--- src/rtl/fizzbuzz_sequencer_if.sv ---
// Start/limit request and result stream between a host and the fizzbuzz sequencer.
// master = host/consumer side, slave = sequencer side.
interface fizzbuzz_sequencer_if #(
  parameter int WIDTH = 16
);
  logic             start;
  logic [WIDTH-1:0] limit;
  logic             busy;
  logic             done;
  logic             out_valid;
  logic             out_ready;
  logic [WIDTH-1:0] out_value;
  logic [1:0]       out_kind;

  modport master (
    output start, limit, out_ready,
    input  busy, done, out_valid, out_value, out_kind
  );

  modport slave (
    input  start, limit, out_ready,
    output busy, done, out_valid, out_value, out_kind
  );
endinterface

--- src/rtl/fizzbuzz_sequencer.sv ---
// Counts 1..limit and classifies each value as number/fizz/buzz/fizzbuzz,
// streaming one result per valid/ready handshake. Divisibility is tracked
// with wrapping mod-3 and mod-5 counters, so no dividers are needed.
module fizzbuzz_sequencer #(
  parameter int WIDTH = 16
) (
  input  logic                  clk,
  input  logic                  rst,
  fizzbuzz_sequencer_if.slave   bus
);

  typedef enum logic [1:0] {
    ST_IDLE = 2'd0,
    ST_RUN  = 2'd1,
    ST_DONE = 2'd2
  } state_e;

  state_e           state_q,     state_d;
  logic [WIDTH-1:0] limit_q,     limit_d;
  logic [WIDTH-1:0] out_value_q, out_value_d;
  logic [1:0]       out_kind_q,  out_kind_d;
  logic [1:0]       mod3_q,      mod3_d;
  logic [2:0]       mod5_q,      mod5_d;
  logic             out_valid_q, out_valid_d;
  logic             busy_q,      busy_d;
  logic             done_q,      done_d;

  // Wrapped successors of the divisibility counters for the next value.
  logic [1:0] mod3_inc;
  logic [2:0] mod5_inc;

  assign mod3_inc = (mod3_q == 2'd2) ? 2'd0 : mod3_q + 2'd1;
  assign mod5_inc = (mod5_q == 3'd4) ? 3'd0 : mod5_q + 3'd1;

  // Next-state and next-output logic for the IDLE/RUN/DONE sequencer.
  always_comb begin
    // NOTE: every variable gets a default first so no path leaves it unassigned,
    // which would otherwise infer a latch.
    state_d     = state_q;
    limit_d     = limit_q;
    out_value_d = out_value_q;
    out_kind_d  = out_kind_q;
    mod3_d      = mod3_q;
    mod5_d      = mod5_q;
    out_valid_d = out_valid_q;
    busy_d      = busy_q;
    done_d      = 1'b0;

    unique case (state_q)
      ST_IDLE: begin
        if (bus.start) begin
          if (bus.limit != '0) begin
            limit_d     = bus.limit;
            out_value_d = WIDTH'(1);
            mod3_d      = 2'd1;
            mod5_d      = 3'd1;
            out_kind_d  = 2'd0;
            out_valid_d = 1'b1;
            busy_d      = 1'b1;
            state_d     = ST_RUN;
          end else begin
            // Empty run: no results, just the completion pulse.
            done_d  = 1'b1;
            state_d = ST_DONE;
          end
        end
      end

      ST_RUN: begin
        if (out_valid_q && bus.out_ready) begin
          if (out_value_q == limit_q) begin
            // Last value accepted; never increments past limit, so no wrap.
            out_valid_d = 1'b0;
            busy_d      = 1'b0;
            done_d      = 1'b1;
            state_d     = ST_DONE;
          end else begin
            out_value_d = out_value_q + WIDTH'(1);
            mod3_d      = mod3_inc;
            mod5_d      = mod5_inc;
            out_kind_d  = {(mod5_inc == 3'd0), (mod3_inc == 2'd0)};
          end
        end
      end

      ST_DONE: begin
        state_d = ST_IDLE;
      end

      default: begin
        state_d     = ST_IDLE;
        out_valid_d = 1'b0;
        busy_d      = 1'b0;
      end
    endcase
  end

  // State and output registers; reset abandons any run in flight.
  always_ff @(posedge clk or posedge rst) begin
    if (rst) begin
      state_q     <= ST_IDLE;
      limit_q     <= '0;
      out_value_q <= '0;
      out_kind_q  <= 2'd0;
      mod3_q      <= 2'd0;
      mod5_q      <= 3'd0;
      out_valid_q <= 1'b0;
      busy_q      <= 1'b0;
      done_q      <= 1'b0;
    end else begin
      // NOTE: non-blocking assignments so every flop samples pre-edge values.
      state_q     <= state_d;
      limit_q     <= limit_d;
      out_value_q <= out_value_d;
      out_kind_q  <= out_kind_d;
      mod3_q      <= mod3_d;
      mod5_q      <= mod5_d;
      out_valid_q <= out_valid_d;
      busy_q      <= busy_d;
      done_q      <= done_d;
    end
  end

  assign bus.busy      = busy_q;
  assign bus.done      = done_q;
  assign bus.out_valid = out_valid_q;
  assign bus.out_value = out_value_q;
  assign bus.out_kind  = out_kind_q;

endmodule

--- src/flat_wrapper.sv ---
// flat-port wrapper written by rule: the top's interface ports become plain ports
module fizzbuzz_sequencer_flat 
#(
  parameter int WIDTH = 16
)
  (clk, rst, bus_start, bus_limit, bus_out_ready, bus_busy, bus_done, bus_out_valid, bus_out_value, bus_out_kind);
  fizzbuzz_sequencer_if #(.WIDTH(WIDTH)) bus_i ();
  input  logic clk;
  input  logic rst;
  input wire logic [$bits(bus_i.start)-1:0] bus_start;
  input wire logic [$bits(bus_i.limit)-1:0] bus_limit;
  input wire logic [$bits(bus_i.out_ready)-1:0] bus_out_ready;
  output wire logic [$bits(bus_i.busy)-1:0] bus_busy;
  output wire logic [$bits(bus_i.done)-1:0] bus_done;
  output wire logic [$bits(bus_i.out_valid)-1:0] bus_out_valid;
  output wire logic [$bits(bus_i.out_value)-1:0] bus_out_value;
  output wire logic [$bits(bus_i.out_kind)-1:0] bus_out_kind;
  assign bus_i.start = bus_start;
  assign bus_i.limit = bus_limit;
  assign bus_i.out_ready = bus_out_ready;
  assign bus_busy = bus_i.busy;
  assign bus_done = bus_i.done;
  assign bus_out_valid = bus_i.out_valid;
  assign bus_out_value = bus_i.out_value;
  assign bus_out_kind = bus_i.out_kind;
  fizzbuzz_sequencer #(.WIDTH(WIDTH)) u_core (.clk(clk), .rst(rst), .bus(bus_i));
endmodule
--- config.mk ---
export PLATFORM = sky130hd
export DESIGN_NAME = fizzbuzz_sequencer_flat
export DESIGN_NICKNAME = d
export VERILOG_FILES = /design/src/rtl/fizzbuzz_sequencer_if.sv /design/src/rtl/fizzbuzz_sequencer.sv /design/src/flat_wrapper.sv
export SDC_FILE = /design/constraint.sdc
export NUM_CORES = 1
export LEC_CHECK = 0
export BUFFER_PORTS_ARGS = -buffer_cell sky130_fd_sc_hd__buf_2
export CAP_MARGIN = 30
export CORE_MARGIN = 2
export CORE_UTILIZATION = 32
export CTS_BUF_LIST = sky130_fd_sc_hd__clkbuf_2 sky130_fd_sc_hd__clkbuf_4 sky130_fd_sc_hd__clkbuf_8
export CTS_CLUSTER_SIZE = 20
export DETAILED_ROUTE_END_ITERATION = 6
export SYNTH_ARGS = -nofsm -noshare
export SYNTH_HDL_FRONTEND = slang
export SYNTH_SLANG_ARGS = --single-unit
--- constraint.sdc ---
create_clock -name clk -period 2.09 [get_ports clk]
set_clock_uncertainty 0.05 [all_clocks]
set_input_delay 0.418 -clock clk [delete_from_list [all_inputs] [get_ports clk]]
set_output_delay 0.418 -clock clk [all_outputs]
set_load 0.01 [all_outputs]
==> summary.txt, run 1 <==
Worst setup path
  – Critical path data required time: 2.22 ns
  – WP data arrival: 2.11 ns
  – CP Launch Type: flip-flop
  – Critical path type: reg -> reg
  – Reg2reg path depth: 6
  – Nature of the critical path endpoint: flip-flop
  – Critical path fanouts, max: 21

Global route
  – First-pass GRT wire length: 9770 um
  – Vias in the first global route: 1842
  – Antenna violations before repair: 0
  – Total GRT Usage: 14.9%
  – Largest net degree at the start of global routing: 27
  – Total global routing overflow: 0

Yosys
  – Avg Inst Size Synth: 11.4 um2
  – Yosys reg bits: 43
  – Post-synthesis cell type count: 50
  – Top-count cell post-synth: dfrtp_1
  – Main synth FF type: dfrtp_1
  – Synth top cells by count: dfrtp_1 (43), nand2_1 (17), xor2_1 (17)
  – Sequential-to-total area share from yosys stat: 44.6%
  – Syn Inst Count: 211
  – EDFF count, synth: 0
  – Syn nets: 234
  – Largest area contributor in the netlist: dfrtp_1
  – Yosys warnings: 0
  – Synth top area share: 44.6%
  – Top cells by area, synth: dfrtp_1 (45%), xor2_1 (6.2%), mux2_1 (4.7%), mux2i_1 (3.3%), mux2_2 (2.8%)
  – Ys async rst share: 100%
  – Post-Syn Area: 2410 um2

STA
  – Unrepaired setup endpoints after global routing: false
  – Max Slew Vio Count: 0
  – Slew margin rel.: 51.7%
  – Max Fclk: 506 MHz
  – Setup slack after layout: 0.112 ns
  – Final period util: 94.6%
  – Setup-failing EPs final: 0
  – Worst-margin pin slew: 0.720 ns
  – Final hold violations: 0
  – Fin crit period: 1.98 ns

Clock network
  – H-Tree Depth: 2
  – Clock buffer count from CTS: 5
  – Clock Latency Late Sink: 0.30 ns
  – Postcts setup bufs: 0
  – Worst-path clk slew: 0.09 ns
  – Clock Path Buffers: 2
  – Clock sinks: 43
  – CTS tree: built
  – Root Driver: clkbuf_8

Worst hold path
  – Worst min path class: in -> async

Drt
  – DR vias/cell: 4.97
  – Routed vias: 1880
  – Drt drc: 0
  – WL/cell: 15.5 um
  – 1st-pass router iterations: 4
  – Routed wire length: 5850 um
  – Final antenna-violating net count: 0
  – First DRT Iteration DRCs: 99

Layout
  – Final nets: 301
  – Final core occ: 41.1%
  – Antenna fix cells: 0
  – Synthesis-to-layout area growth: 24.3%
  – Fillcell total: 770
  – Post-route insts no fill: 378
  – Layout cells sized above 1: 37.3%

Floorplan
  – Core Region: 7290 um2
  – Initial core utilization: 33.1%
  – I/O pins: 41
  – Height of the die: 90.8 um
  – Die W: 90.8 um
  – Site Rows: 31
  – Die area: 8250 um2

Placement
  – Placed wire-length estimate: 4470 um
  – Port bufs: 40
  – Gpl congestion: 0.792
  – Dpl cells: 370
  – DP Worst Slack: -0.0245 ns

Pwr
  – PD cells: 921 nW/um2
  – Leakage: 1.43 nW
  – VDD IR max: 0.000479 V
  – Overall power: 2.76 mW

Outcome
  – Outcome: finished, final reports clean

Flow run
  – Max_cap viols: 0
[per-layer routing]
metal | GRT usage, % | part of all wire (%)
met1 | 21.0 | 48
met2 | 23.4 | 47
met3 | 3.26 | 4.3
met4 | 3.41 | 0.91
met5 | 0 | 0
[final timing paths]
check	slack (ns)	end	from
max	0.11	u_core.limit_q[11]	u_core.state_q[0]
max in group asynchronous	1.39	u_core.limit_q[15]	rst
max reg2reg	0.11	u_core.limit_q[11]	u_core.state_q[0]
min reg2reg	0.45	u_core.mod3_q[1]	u_core.mod3_q[1]
min	0.08	u_core.mod5_q[0]	rst
min in group clk	0.31	u_core.limit_q[8]	bus_limit[8]
[kinds of logic after synthesis]
group,count (synthesis),synth area share [%]
simple gates,72,19.9
compound gates,37,11.1
mux,26,12.0
fa+ha+maj,3,1.56
flops,43,44.6
xor+xnor,17,6.17
buf+inv,13,4.72
[registers in the layout, indices dropped and copies added (netlist names)]
signal                count
u_core.limit_q           16
u_core.bus.out_valid      1
u_core.bus.out_value     16
u_core.state_q            2
u_core.bus.done           1
u_core.bus.out_kind       2
u_core.mod3_q             2
u_core.mod5_q             3
[layout make-up]
type / instances / area, um2 / area share (%)
Sequential cell: 43 / 1080 / 35.9
Timing Repair Buffer: 70 / 450 / 15.0
Tap cell: 99 / 124 / 4.13
Clock inverter: 2 / 16.3 / 0.542
Multi-Input combinational cell: 155 / 1240 / 41.3
Clock buffer: 6 / 82.6 / 2.75
Inverter: 3 / 11.3 / 0.375
[power breakdown]
| group | internal [mW] | leakage (nW) | total, mW | switching (mW) |
|---|---|---|---|---|
| Clock | 0.270 | 0.0474 | 0.576 | 0.306 |
| Combinational | 0.463 | 0.847 | 0.942 | 0.479 |
| Sequential | 1.06 | 0.539 | 1.24 | 0.185 |
[layout by cell type, fill, tap and decap left out, types with 6 or more instances in the layout]
| cell | instances |
|---|---|
| mux2_2 | 6 |
| nor4_1 | 7 |
| nand2_1 | 17 |
| clkbuf_8 | 6 |
| xor2_1 | 16 |
| buf_2 | 40 |
| mux2i_1 | 8 |
| mux2_1 | 10 |
| a21oi_1 | 8 |
| buf_4 | 28 |
| nand3_1 | 7 |
| dfrtp_1 | 43 |
[worst max-delay path: stages (launching register included)]
cell and delay [ns]:
dfrtp_1 0.42, nor4_1 0.31, buf_4 0.17, nand4_1 0.10
o21ai_2 0.17, buf_4 0.29, mux2_2 0.37
[stage by stage]
stage / TNS [ns] / area (um2) / hold WS (ns)
after floorplan: 0 / 2410 / 0.417
after global placement: -0.887 / 2890 / 0.434
after detailed placement: -0.0838 / 2890 / 0.436
after CTS: 0 / 2980 / 0.104
after global routing: 0 / 3000 / 0.113
final: 0 / 3000 / 0.0831
[timing repair]
item                       4_1_cts  5_1_grt
resized for setup                0        3
setup endpoints to repair        0        5
hold buffers                     0        0
No activity file was read; power rests on OpenSTA's default activity.
==> inputs of run 2 (changes only) <==
Settings changed: CORE_UTILIZATION 32 to 25.
==> run 2 against run 1 <==
Effect of this change: setup slack better by 0.0053 ns; non-clock buffer count rose by 3; largest cell class unchanged; register-to-register slack barely moved; maximum frequency is 0.27% higher; first-iteration DRC count is 14% higher; global-route usage down 2.3 points.
==> summary.txt, run 2 (synthesized netlist as in run 1, its figures left out) <==
Outcome
  – Outcome: finished, final reports clean

Clock network
  – Worst-path clk slew: 0.09 ns
  – Root Driver: clkbuf_8
  – CTS Hold Bufs: 0
  – Clock Path Buffers: 2
  – Clock sinks: 43
  – Clock Latency Late Sink: 0.30 ns
  – CTS tree: built
  – Clock buffer count from CTS: 5
  – H-Tree Depth: 2

Worst setup path
  – Crit-path max cell delay: 0.42 ns
  – Crit-path slowest cell: dfrtp_1
  – R2R Path End: u_core.bus.out_value[15]
  – Reg2reg path depth: 6
  – Crit path buf inv count: 1
  – CP Launch Type: flip-flop
  – WP data arrival: 2.12 ns
  – Nature of the critical path endpoint: flip-flop
  – Worst reg2reg path startpoint: u_core.bus.out_value[12]
  – Worst R2R Setup Slack: 0.12 ns
  – Worst path cell trace: xor2_1, nor4_2, and4_4, buf_6, nor4_1, a211o_1
  – CP delay by family, top: simple AND/OR/NAND/NOR gates
  – Critical path data required time: 2.24 ns
  – Critical path fanouts, max: 13
  – Critical path type: reg -> reg

Floorplan
  – Height of the die: 102 um
  – Site Rows: 35
  – Die W: 102 um
  – Die area: 10500 um2
  – Core Region: 9280 um2
  – Initial core utilization: 26.0%
  – I/O pins: 41

Layout
  – Most frequent cells in the layout: dfrtp_1 (43), buf_2 (40), buf_4 (30)
  – Antenna fix cells: 0
  – Synthesis-to-layout area growth: 27.6%
  – Final nets: 304
  – Post-Layout Inst Area: 3080 um2
  – Layout cells sized above 1: 38.3%
  – Most common cell after layout, fill and taps aside: dfrtp_1
  – Post-route insts no fill: 411

Pwr
  – Leakage: 1.46 nW
  – VDD IR max: 0.000420 V
  – Overall power: 2.87 mW
  – PD cells: 932 nW/um2

Flow run
  – Max_cap viols: 0

STA
  – Setup-failing EPs final: 0
  – Slew margin rel.: 50.9%
  – Unrepaired setup endpoints after global routing: false
  – Worst-margin pin slew: 0.732 ns
  – Max Slew Vio Count: 0
  – Setup TNS: 0 ns
  – Fin crit period: 1.97 ns
  – Final hold violations: 0
  – Final period util: 94.4%
  – Max Fclk: 507 MHz

Global route
  – Largest net degree at the start of global routing: 26
  – Total GRT Usage: 12.6%
  – Vias in the first global route: 1859
  – Antenna violations before repair: 0
  – First-pass GRT wire length: 9950 um
  – Total global routing overflow: 0

Placement
  – Post-place instance area: 2930 um2
  – Dpl cells: 403
  – Placed wire-length estimate: 4760 um
  – Gpl congestion: 0.815
  – Port bufs: 40

Drt
  – DR vias/cell: 4.61
  – Routed vias: 1895
  – First DRT Iteration DRCs: 113
  – WL/cell: 15.1 um
  – Final antenna-violating net count: 0
  – 1st-pass router iterations: 4
  – Drt drc: 0
  – Routed wire length: 6210 um

Worst hold path
  – Worst min path class: in -> async
run 2: cell count changes in the layout (fill, tap and decap cells not counted), sizes merged:
cell      delta
buf          +3
bufinv       +1
clkinvlp     -1
run 2: report_power, final:
group / internal [mW] / total, mW / switching [mW]
clock network: 0.387 / 0.689 / 0.302
registers: 1.06 / 1.24 / 0.181
logic: 0.463 / 0.943 / 0.480
run 2: layout make-up:
type	count	area (um2)
Timing Repair Buffer	73	468
Sequential cell	43	1080
Clock buffer	6	82.6
Fill cell	980	6200
Tap cell	129	161
Clock inverter	2	35.0
Inverter	3	11.3
Multi-Input combinational cell	155	1250
run 2: worst max path at each step:
| stage | to | from | depth (start not counted) |
|---|---|---|---|
| after floorplan | u_core.limit_q[0] | bus_limit[13] | 5 |
| after global routing | u_core.bus.out_value[11] | u_core.state_q[0] | 7 |
| final | u_core.bus.out_value[15] | u_core.bus.out_value[12] | 6 |
| after CTS | u_core.bus.out_value[6] | u_core.bus.out_value[15] | 6 |
| after global placement | u_core.limit_q[14] | bus_limit[0] | 7 |
| after detailed placement | u_core.limit_q[1] | bus_limit[0] | 7 |
run 2: what timing repair did:
item | 4_1_cts | 5_1_grt
buffers inserted | 0 | 0
resized for setup | 0 | 7
setup endpoints to repair | 0 | 16
hold endpoints to repair | 0 | 0
run 2: per-layer routing:
layer  GRT usage (%)  up-vias  wire length, um
met5               0        -                0
met4            3.38        0               68
met3            2.60        6              244
met2            20.1       44             2900
met1            17.4      923             3000
li1                -      922                -
run 2: per-stage QoR:
stage / hold WS, ns / setup WS [ns] / utilization, %
after floorplan: 0.417 / 0.164 / -
after global placement: 0.423 / -0.0446 / 31.6
after detailed placement: 0.427 / -0.0340 / 31.6
after CTS: 0.0994 / 0.0354 / 32.9
after global routing: 0.118 / 0.00605 / 33.2
final: 0.0902 / 0.118 / 33.2
